**config.mk**
```make
export PLATFORM = sky130hd
export DESIGN_NAME = spi_rx_fifo
export DESIGN_NICKNAME = d
export VERILOG_FILES = /design/src/rtl/spi_rx_fifo.sv
export SDC_FILE = /design/constraint.sdc
export NUM_CORES = 1
export LEC_CHECK = 0
export ABC_CLOCK_PERIOD_IN_PS = 3400
export CORE_UTILIZATION = 39
export DETAILED_ROUTE_END_ITERATION = 10
export PLACE_DENSITY_LB_ADDON = 0.08
export SLEW_MARGIN = 20
export SYNTH_ARGS = -nofsm -noshare
export SYNTH_HDL_FRONTEND = slang
export SYNTH_SLANG_ARGS = --single-unit
```
**constraint.sdc**
```tcl
create_clock -name i_clk -period 3.4 [get_ports i_clk]
set_input_delay 0.68 -clock i_clk [delete_from_list [all_inputs] [get_ports i_clk]]
set_output_delay 0.68 -clock i_clk [all_outputs]
set_load 0.03 [all_outputs]
```
**src/rtl/spi_rx_fifo.sv**
```systemverilog
// spi_rx_fifo: SPI slave receiver with synchronisers, multi-word framing and a FWFT output FIFO
module spi_rx_fifo #(
  parameter int DATA_W     = 32,
  parameter int CPOL       = 1,
  parameter int CPHA       = 1,
  parameter int MSB_FIRST  = 1,
  parameter int FIFO_DEPTH = 4
) (
  input  logic                          i_clk,
  input  logic                          i_rst,
  input  logic                          i_SPI_CLK,
  input  logic                          i_SPI_CS_n,
  input  logic                          i_SPI_MOSI,
  output logic [DATA_W-1:0]             o_data,
  output logic                          o_valid,
  input  logic                          i_ready,
  output logic [$clog2(FIFO_DEPTH):0]   o_level,
  output logic                          o_busy,
  output logic                          o_frame_err,
  output logic                          o_ovf
);
  localparam int AW = $clog2(FIFO_DEPTH);
  localparam int LW = AW + 1;
  localparam int CW = $clog2(DATA_W);
  logic [2:0] sck_s, cs_s, mosi_s;
  logic [DATA_W-1:0] sh, word;
  logic [CW-1:0] cnt;
  logic [DATA_W-1:0] mem [FIFO_DEPTH];
  logic [AW-1:0] wr_ptr, rd_ptr;
  logic [LW-1:0] count;
  logic edge_s, cs_fall, cs_rise, take, done, full, pop, push_ok;
  assign edge_s  = (CPOL == CPHA) ? (!sck_s[2] && sck_s[1]) : (sck_s[2] && !sck_s[1]);
  assign cs_fall = cs_s[2] && !cs_s[1];
  assign cs_rise = !cs_s[2] && cs_s[1];
  assign take    = edge_s && !cs_s[2];
  assign word    = (MSB_FIRST != 0) ? {sh[DATA_W-2:0], mosi_s[2]} : {mosi_s[2], sh[DATA_W-1:1]};
  assign done    = take && cnt == CW'(DATA_W - 1);
  assign full    = count == LW'(FIFO_DEPTH);
  assign pop     = o_valid && i_ready;
  // a full FIFO still accepts a word when the head leaves in the same cycle
  assign push_ok = done && (!full || pop);
  assign o_valid = count != '0;
  assign o_data  = o_valid ? mem[rd_ptr] : '0;
  assign o_level = count;
  assign o_busy  = !cs_s[2];
  always_ff @(posedge i_clk) begin
    if (i_rst) begin
      sck_s       <= {3{CPOL[0]}};
      cs_s        <= 3'b111;
      mosi_s      <= '0;
      sh          <= '0;
      cnt         <= '0;
      wr_ptr      <= '0;
      rd_ptr      <= '0;
      count       <= '0;
      o_frame_err <= 1'b0;
      o_ovf       <= 1'b0;
    end else begin
      sck_s  <= {sck_s[1:0], i_SPI_CLK};
      cs_s   <= {cs_s[1:0], i_SPI_CS_n};
      mosi_s <= {mosi_s[1:0], i_SPI_MOSI};
      if (take) begin
        sh  <= word;
        cnt <= done ? '0 : cnt + 1'b1;
      end
      if (cs_fall || cs_rise) cnt <= '0;
      o_frame_err <= cs_rise && cnt != '0;
      o_ovf       <= done && full && !pop;
      if (push_ok) wr_ptr <= wr_ptr + 1'b1;
      if (pop) rd_ptr <= rd_ptr + 1'b1;
      count <= count + LW'(push_ok) - LW'(pop);
    end
  end
  always_ff @(posedge i_clk) begin
    if (push_ok) mem[wr_ptr] <= word;
  end
endmodule
```
==> out/qor.csv <==
stage,metric,value,unit
run_status,status,"finished, final reports clean",
logic_synthesis,Synth cell types,35,
clock_tree,post-cts sizing count,0,
layout,# fillers,1490,
sta,final period utilization,90.38,%
clock_tree,CTS tree,yes,
power_and_ir_drop,Seq pwr share,52.5,%
logic_synthesis,Synth area leader,edfxtp_1,
logic_synthesis,compound-cell area share of the yosys netlist,3.188,%
logic_synthesis,xor and xnor area share after synthesis,0.2522,%
grt,pin count of the biggest net entering global routing,40,
worst_setup_path,worst reg2reg path endpoint,o_level[2]$_SDFF_PP0_,
sta,Worst Clk Skew,0.008599,ns
detailed_routing,Pre-Repair DR Iteration Count,4,
die,row cnt,48,
detailed_routing,vias,3605,
logic_synthesis,Post-Syn Area,6947,um2
detailed_routing,Total Wirelength,12550,um
sta,Slew @ Worst Pin,0.9680,ns
worst_setup_path,crit end category,output port,
power_and_ir_drop,Comb pwr share,0.6,%
power_and_ir_drop,leakage,2.641,nW
place,dpl cells,699,
sta,RSZ-0062 raised after global routing,false,
worst_setup_path,R2R Path Start,cnt[0]$_SDFFE_PP0P_,
logic_synthesis,most common flop cell mapped by yosys,edfxtp_1,
grt,first-pass GRT wire length,20320,um
worst_setup_path,crit path DAT,2.39,ns
detailed_routing,DRC Markers,0,
detailed_routing,Vias/cell,4.932,
layout,Area Overhead vs Synth,19.29,%
sta,setup TNS,0,ns
worst_setup_path,Slowest cell on crit path,clkdlybuf4s50_1,
worst_setup_path,Worst path max stage delay,0.62,ns
layout,fin nets,510,
power_and_ir_drop,clock network power share,46.9,%
sta,Final Hold Fails,0,
die,Die Y,135.5,um
logic_synthesis,post-synthesis simple-gate area fraction,10.37,%
worst_setup_path,Worst Setup Start Kind,register,
clock_tree,Clock transition at path regs,0.07,ns
power_and_ir_drop,Psw,0.8175,mW
sta,final slew viol count,0,
sta,final hold slack,0.4153,ns
worst_setup_path,CP cell instances,buf_12 -> mux4_2 -> nor2b_1 -> clkdlybuf4s50_1,
worst_setup_path,Worst EP required,2.72,ns
clock_tree,CTS buffer count,17,
grt,M1 GR Usage,19.37,%
hold_path,Hold Path Sink,sck_s[1]$_SDFF_PP1_,
worst_setup_path,crit path kind,register to output port,
clock_tree,clock tree buffer depth,2,
place,DPL Wire Length,6621,um
power_and_ir_drop,Pwr Total,4.518,mW
grt,GR Overflow Total,0,
detailed_routing,1st-iter DRT viols,204,
layout,layout cells sized above 1,16.40,%
logic_synthesis,YS warnings,0,
worst_setup_path,Worst Reg-to-Reg Cells,13,
logic_synthesis,"top cells by count, synth","128 x edfxtp_1, 68 x nand2_1, 56 x dfxtp_1",
clock_tree,Root Driver,clkbuf_16,
power_and_ir_drop,VDD IR-drop max,344.4,uV
power_and_ir_drop,Sw Ratio,18.09,%
place,Buffers on Ports,44,
logic_synthesis,#FFs+latches synth,184,
sta,Rel. slew slack,35.47,%
grt,GR Layer Usage met3,3.367,%
logic_synthesis,mux share of post-synthesis cell area,10.59,%
logic_synthesis,largest family of logic cells by synthesized area,multiplexers,
layout,Antenna Cells,0,
hold_path,depth of the worst hold-timing path,1,
logic_synthesis,Synthesized Nets,465,
logic_synthesis,top-area cell type share of the netlist area,55.33,%
layout,"Core Util, Final",47.74,%
clock_tree,H-tree depth,4,
logic_synthesis,Async SR Flop Fraction,0,%
logic_synthesis,Post-synth EDFFs,128,
grt,Total GRT Usage,15.32,%
clock_tree,clk_lat worst skew,0.43,ns
worst_setup_path,CP Max Fanout,32,
grt,initial antenna violation count,0,
sta,minimum clock period,3.073,ns
grt,number of global-route vias before repair,3722,
worst_setup_path,flop2flop setup slack,0.59,ns
detailed_routing,ANT nets after route,0,
hold_path,HP Class,register to register,
sta,final setup violation count,0,
logic_synthesis,Mapped Cells,448,
logic_synthesis,Post-Synth Adder-Cell Area,2.089,%
die,die area,18350,um2
logic_synthesis,most common cell in the netlist,edfxtp_1,
grt,GR peak layer,met2,
die,floorplan core area,17360,um2
clock_tree,clock sink count,184,
layout,"Cell Count, Final, Fillers Out",731,
detailed_routing,drt wl/cell,17.16,um
power_and_ir_drop,pwr dens,545.2,nW/um2
clock_tree,post-CTS setup buffer count,0,
die,die width,135.5,um
place,Final GP Congestion,0.6849,
grt,GRT met2 Usage,25.13,%
die,I/O Pins,45,
run,max_cap viols,0,
logic_synthesis,Avg Inst Size Synth,15.51,um2
logic_synthesis,post-synthesis sequential area ratio,71.47,%
hold_path,min-delay src,sck_s[0]$_SDFF_PP1_,
logic_synthesis,synth top area cells,"edfxtp_1 55%, dfxtp_1 16%, mux4_2 10%, nand2_1 3.7%, nor2b_1 3.3%",
die,Initial Util,40.02,%
sta,Fmax,0.3254,GHz
clock_tree,CTS Hold Bufs,0,
power_and_ir_drop,Internal Power,3.701,mW
kinds of logic (layout without fill, tap and decap cells):
logic type / Yosys count / count (layout)
adder cells (fa/ha/maj): 11 / 11
AO/OA/AOI/OAI: 43 / 43
AND/OR/NAND/NOR: 141 / 141
multiplexers: 33 / 33
flip-flops: 184 / 184
XOR/XNOR: 2 / 2
buffers and inverters: 34 / 92
layout by cell type, fill, tap and decap left out, drive strengths merged, types with 2 or more instances in the layout:
master         netlist  final
a21oi               37     37
clkinvlp             0      3
or2                  6      6
dfxtp               56     56
and2                 5      5
nor3                 3      3
edfxtp             128    128
and3                 2      2
xor2                 2      2
clkbuf              18     20
o31ai                2      2
bufinv               0      5
nor2b               37     37
nor2                 7      7
or3                  2      2
clkdlybuf4s50        0     43
buf                  6      7
mux4                32     32
inv                 10     11
nand2               68     68
o21ai                3      3
nor3b                2      2
or4b                 2      2
ha                  10     10
clkinv               0      3
through the flow:
step	area, um2	setup WS [ns]
after floorplan	6947	0.6084
after global placement	7642	0.2031
after detailed placement	7642	0.1085
after CTS	8287	0.2707
after global routing	8287	0.1997
final	8287	0.3271
worst max-delay path by stage:
stage	start	to	slack, ns	depth (start not counted)
finish	register	o_data[0]	0.33	4
global route	register	o_data[0]	0.20	4
CTS	register	o_data[0]	0.27	4
detailed placement	i_ready	o_level[2]$_SDFF_PP0_	0.11	12
global placement	i_ready	o_level[2]$_SDFF_PP0_	0.20	12
floorplan	i_ready	o_level[2]$_SDFF_PP0_	0.61	12
power by group through the flow:
stage	Combinational, mW	Clock, mW	Sequential [mW]
finish	0.0264	2.12	2.37
global placement	0.0261	0	2.42
detailed placement	0.0267	0	2.42
floorplan	0.0150	0	2.42
global route	0.0290	2.26	2.37
CTS	0.0268	2.17	2.37
critical path: cells and delay by family, from the launching register on:
| family | cells | cell delay [ns] |
|---|---|---|
| AND/OR/NAND/NOR | 1 | 0.16 |
| flip-flops | 1 | 0.34 |
| buffers and inverters | 2 | 0.90 |
| multiplexers | 1 | 0.55 |
state kept, by name, indices dropped and copies added, names as in the netlist, named ones only:
| register | flops |
|---|---|
| o_ovf | 1 |
| rd_ptr | 2 |
| mem | 128 |
| wr_ptr | 2 |
| sh | 31 |
| o_frame_err | 1 |
| sck_s | 3 |
| cnt | 5 |
| cs_s | 3 |
| mosi_s | 3 |
| o_level | 3 |
metal layers:
metal / vias to the layer above / routed length, um
li1: 1733 / -
met1: 1790 / 5545
met2: 64 / 6328
met3: 18 / 435
met4: 0 / 238
met5: - / 0
cell type report:
class | instances | area [um2] | area share, %
Clock buffer | 20 | 446.7 | 5.390
Clock inverter | 12 | 197.7 | 2.386
Inverter | 10 | 37.54 | 0.4530
Multi-Input combinational cell | 230 | 1852 | 22.35
Sequential cell | 184 | 4966 | 59.93
Tap cell | 225 | 281.5 | 3.397
Timing Repair Buffer | 50 | 505.5 | 6.100
(Power assumes the default switching activity.)
